## src/rtl/countdown_timer.sv

```systemverilog
// Seconds countdown timer (00-59, BCD digits) with pause, one-cycle done pulse
// and a sticky expired flag; CLK_FREQ clock cycles make one second.
module countdown_timer #(
   parameter int CLK_FREQ = 100_000_000
) (
   input  logic       CLK,
   input  logic       RST,
   input  logic       load,
   input  logic [3:0] set_1s,
   input  logic [2:0] set_10s,
   input  logic       start,
   output logic [3:0] NUM_1s,
   output logic [2:0] NUM_10s,
   output logic       running,
   output logic       done,
   output logic       expired
);

   localparam int PW = $clog2(CLK_FREQ);
   localparam logic [PW-1:0] TICK_LAST = PW'(CLK_FREQ - 1);

   typedef enum logic [1:0] {
      IDLE    = 2'd0,
      RUN     = 2'd1,
      PAUSE   = 2'd2,
      EXPIRED = 2'd3
   } state_t;

   state_t          state_r;
   logic [PW-1:0]   presc_r;
   logic            tick_s;
   logic            last_s;
   logic            nonzero_s;

   function automatic logic [3:0] clamp_ones(input logic [3:0] v);
      return (v > 4'd9) ? 4'd9 : v;
   endfunction

   function automatic logic [2:0] clamp_tens(input logic [2:0] v);
      return (v > 3'd5) ? 3'd5 : v;
   endfunction

   assign tick_s    = (presc_r == TICK_LAST);
   assign last_s    = (NUM_1s == 4'd1) && (NUM_10s == 3'd0);
   assign nonzero_s = (NUM_1s != 4'd0) || (NUM_10s != 3'd0);

   // Timer state machine: reset, then load, then per-state behaviour.
   always_ff @(posedge CLK) begin
      if (!RST) begin
         state_r <= IDLE;
         presc_r <= '0;
         NUM_1s  <= 4'd0;
         NUM_10s <= 3'd0;
         running <= 1'b0;
         done    <= 1'b0;
         expired <= 1'b0;
      end else if (load) begin
         state_r <= IDLE;
         presc_r <= '0;
         NUM_1s  <= clamp_ones(set_1s);
         NUM_10s <= clamp_tens(set_10s);
         running <= 1'b0;
         done    <= 1'b0;
         expired <= 1'b0;
      end else begin
         done <= 1'b0;
         case (state_r)
            IDLE: begin
               if (start && nonzero_s) begin
                  state_r <= RUN;
                  running <= 1'b1;
               end
            end
            RUN: begin
               // A tick due on this edge is honoured even if start just dropped.
               if (tick_s) begin
                  presc_r <= '0;
                  if (last_s) begin
                     NUM_1s  <= 4'd0;
                     state_r <= EXPIRED;
                     running <= 1'b0;
                     expired <= 1'b1;
                     done    <= 1'b1;
                  end else begin
                     if (NUM_1s != 4'd0) begin
                        NUM_1s <= NUM_1s - 4'd1;
                     end else begin
                        NUM_1s  <= 4'd9;
                        NUM_10s <= NUM_10s - 3'd1;
                     end
                     if (!start) begin
                        state_r <= PAUSE;
                        running <= 1'b0;
                     end
                  end
               end else if (start) begin
                  presc_r <= presc_r + PW'(1);
               end else begin
                  state_r <= PAUSE;
                  running <= 1'b0;
               end
            end
            PAUSE: begin
               if (start) begin
                  state_r <= RUN;
                  running <= 1'b1;
               end
            end
            EXPIRED: begin
               NUM_1s  <= 4'd0;
               NUM_10s <= 3'd0;
            end
            default: begin
               state_r <= IDLE;
               running <= 1'b0;
               expired <= 1'b0;
            end
         endcase
      end
   end

endmodule
```

## config.mk

```make
export PLATFORM = sky130hd
export DESIGN_NAME = countdown_timer
export DESIGN_NICKNAME = d
export VERILOG_FILES = /design/src/rtl/countdown_timer.sv
export SDC_FILE = /design/constraint.sdc
export NUM_CORES = 1
export LEC_CHECK = 0
export ABC_CLOCK_PERIOD_IN_PS = 4500
export CORE_MARGIN = 5
export CORE_UTILIZATION = 40
export DETAILED_ROUTE_END_ITERATION = 10
export PLACE_DENSITY_LB_ADDON = 0.3
export REMOVE_ABC_BUFFERS = 1
export SLEW_MARGIN = 20
export SYNTH_ARGS = -nofsm -noshare
export SYNTH_HDL_FRONTEND = slang
export SYNTH_SLANG_ARGS = --single-unit
```

## constraint.sdc

```tcl
create_clock -name CLK -period 4.5 [get_ports CLK]
set_clock_uncertainty 0.2 [all_clocks]
set_input_delay 0.45 -clock CLK [delete_from_list [all_inputs] [get_ports CLK]]
set_output_delay 0.45 -clock CLK [all_outputs]
set_load 0.05 [all_outputs]
```

==> metrics list <==
* Count of antenna diodes in the layout: 0
- Sequential cells burn 51.0% of the power.
- Setup total negative slack on the finished layout was measured at 0 ns.
- Buffer type at the clock tree root: clkbuf_8
- The analysis attributes to net switching a power of 202 uW.
* Source of the worst register-to-register timing path: presc_r[1]$_SDFFE_PP0P_
- Clock-pin slew reported for the worst setup and hold paths after clock tree synthesis: 0.08 ns
* Non-filler cells, final: 373
- FFs w/ async S/R, synth: 0%
- Number of setup violations in the final report: 0
- Cell-internal power: 504 uW
- Global routing consumed, over all layers together, 15.1% of the routing resources.
- The first global-routing pass estimated 8.96 mm of wire.
* DRC: 0
- 21 I/O pins were placed.
* Number of clock sinks: 39
- Final routed wire length divided by cell count: 14.2 um
* Worst voltage drop across the vdd grid: 107 uV
- Critical path endpoint category: flop
- The run finished with clean final reports.
* Vias: 2153
- For this run the aggregate overflow at the end of global routing stands at 0.
* Half-perimeter wire length of the detailed placement result: 3.80 mm
- TritonCTS clock tree: yes
- Hold is met by 0.277 ns.
- Largest net degree at the start of global routing: 24
* R2R Path End: NUM_10s[0]$_SDFFE_PN0P_
- Once layout is complete, the utilization of the core stands at 47.4%.
- Dividing the detail-routed via count by the number of cells gives 5.77.
* Total chip power: 706 uW
- The clock reaches the later pin of the worst-skew pair after 0.30 ns.
* Chip height: 85.1 um
* Worst slew slack as a fraction of its limit: 46.2%
- Post-synthesis area per instance: 8.03 um^2
* Fill cell count: 533
- Leaving out fill and tap cells, the most frequent cell in the layout is dfxtp_1.
- Post-synthesis simple-gate area fraction: 28.3%
- CP arrival: 2.97 ns
- Instance count of the mapped netlist: 281
* Syn. warnings: 0
* Share of the synthesized area in compound gates (AO/OA/AOI/OAI): 23.2%
- Antenna violations before repair: 0
- Width of the die: 85.1 um
- Summed over all cells, the static leakage comes to 0.000877 uW.
- Worst r2r path cells: 6
- Initial core utilization: 41.0%
* Total number of H-tree levels: 2
- Number of I/O port buffers: 20
* Reg2reg setup slack: 1.56 ns
- Worst hold-check path type: flop to flop
- Total of flip-flops plus latches after synthesis: 39
* Total count of hold-check failures in the final report: 0
* Number of DRC markers after the initial detailed-route iteration: 168
- After synthesis, the share of cell area in mux cells is 3.99%.
- Maximum clock rate: 340 MHz
- The worst setup path is launched from a flop.
* CORE AREA: 5510 um^2
- Sequential elements use 34.6% of the synthesized area.
- Row generation in the floorplan step produced 27 rows.
- Synth-to-layout area growth: 15.6%
- Total die area: 7240 um^2
* Crit path capture: NUM_10s[0]$_SDFFE_PN0P_
- Net count of the finished layout: 320
- Of all nets on the critical path, the largest fanout is 22.
* Max-capacitance violation count: 0
- Synthesis instantiated 43 different standard cells from the library.
- Final critical-path share of the clock period: 65.3%
* Share of power burned in the clock network: 33.0%
* Post-CTS Repair Setup Buffers: 0
- Layout cells sized above 1: 6.31%
- Counting tap cells, the placed design contains a total of 365 instances.
- Per report_power, the combinational group accounts for 16.0% of the total.
* Gp weighted congestion: 0.818
- Number of hold buffers added after cts: 0
- The synthesized netlist devotes 0.776% of its cell area to XOR and XNOR gates.
- Data required time of the worst path: 4.53 ns
* ANT nets after route: 0
- At the pin with the least slew margin, the transition time is 0.805 ns.
- Router iterations before antenna repair: 4
- Via count of the first global-routing pass: 1844
- Commonest cells after routing, fill and taps aside: 39 x dfxtp_1, 37 x nand2_1, 24 x a21oi_1, 20 x clkdlybuf4s50_1, 18 x nand4_1
* EDFF count, synth: 0
* Setup repair after global routing missed its margin: no
- In this run the worst setup path begins at presc_r[1]$_SDFFE_PP0P_.
* Power per cell area: 271 nW/um^2
- The count of final max-slew check failures was 0.
- Final wirelength: 5.32 mm
* CTS resizes: 0
- Kind of critical path: flop to flop
- Main combinational cell family by area after synthesis: simple AND/OR/NAND/NOR gates
- After synthesis the cells add up to 2260 um^2.
- Min Tclk post-route: 2.94 ns
* Primary flip-flop cell chosen by synthesis mapping: dfxtp_1
* Fraction of the mapped netlist area in adder cells: 4.99%
- Total CTS buffers: 5
* Deepest clock path buffer count: 2
- Of the total power, the share spent switching nets is 28.6%.
## layout make-up
type                    instances  area [um^2]  area share, %
clock buffers                   7         76.3           2.93
clock inverters                 1         5.00          0.192
inverters                      14         52.6           2.02
multi-input cells             218         1390           53.2
flip-flops and latches         39          781           29.9
well taps                      72         90.1           3.45
repair buffers                 22          215           8.25
## power groups by stage
stage	sequential (uW)	combinational, uW	clock (uW)
final	360	113	233
after global placement	368	112	0
after detailed placement	369	112	0
after global routing	362	124	257
after CTS	360	113	240
after floorplan	388	52.8	0
## Yosys cell counts (2+ instances only)
master     number  area (um^2)
nand3_1         9         45.0
or2_2           4         25.0
dfxtp_1        39          781
o21ai_4         2         32.5
a21oi_1        24          120
or4_1           3         22.5
and2_1          2         12.5
xor2_1          2         17.5
nor3b_1         2         15.0
o21a_1          3         22.5
a2111o_1        6         67.6
o21ai_1         3         15.0
nor2_1         16         60.1
mux2i_1         9         90.1
o21ai_0        12         60.1
clkbuf_1        9         33.8
nor3_1          6         30.0
inv_1          14         52.6
nand2_1        37          139
a31oi_1         7         43.8
ha_1            9          113
nand2b_1        6         37.5
o2111ai_1       5         43.8
o31ai_1         4         30.0
a211oi_1        5         37.5
nand4_1        18          113
and3_1          2         12.5
or3_1           8         50.1
## through the flow
stage / setup slack (ns) / area, um^2
5_1_grt: 1.26 / 2610
4_1_cts: 1.55 / 2600
3_3_place_gp: 1.53 / 2520
3_5_place_dp: 1.55 / 2520
6_report: 1.56 / 2610
2_1_floorplan: 2.13 / 2210
## cell families after synthesis
group / count (synthesis)
muxes: 9
buffers and inverters: 24
xor gates and xnor gates: 2
DFF: 39
AOI/OAI and AO/OA: 77
and+or+nand+nor: 121
adders and majority gates: 9
## registers in the layout, indices dropped and copies added (netlist names)
signal	cells
NUM_10s	3
NUM_1s	4
done	1
expired	1
presc_r	27
running	1
state_r	2
## worst min-delay path by stage
stage	cells past startpoint	slack, ns	from	to
detailed placement	2	0.27	presc_r[26]$_SDFFE_PP0P_	presc_r[26]$_SDFFE_PP0P_
global placement	2	0.26	presc_r[26]$_SDFFE_PP0P_	presc_r[26]$_SDFFE_PP0P_
CTS	2	0.28	presc_r[26]$_SDFFE_PP0P_	presc_r[26]$_SDFFE_PP0P_
floorplan	2	0.24	presc_r[26]$_SDFFE_PP0P_	presc_r[26]$_SDFFE_PP0P_
global route	2	0.31	NUM_10s[2]$_SDFFE_PN0P_	NUM_10s[2]$_SDFFE_PN0P_
finish	2	0.28	NUM_10s[2]$_SDFFE_PN0P_	NUM_10s[2]$_SDFFE_PN0P_
## routing by layer
metal  vias to the layer above  track usage, %  part of all wire [%]
met5                         -               0                     0
met4                         0            7.34                   2.1
met3                         8            2.04                   5.1
met2                        50            21.8                    45
met1                      1011            22.0                    48
li1                       1084               -                     -
## critical path, cell delays in order, from the launching register on
cell and delay [ns]:
dfxtp_1 0.40, ha_1 0.23, nand4_1 0.18, nor4_1 0.39
nand3_1 0.66, o21ai_1 0.58, mux2i_1 0.22
No activity file was read; power rests on OpenSTA's default activity.
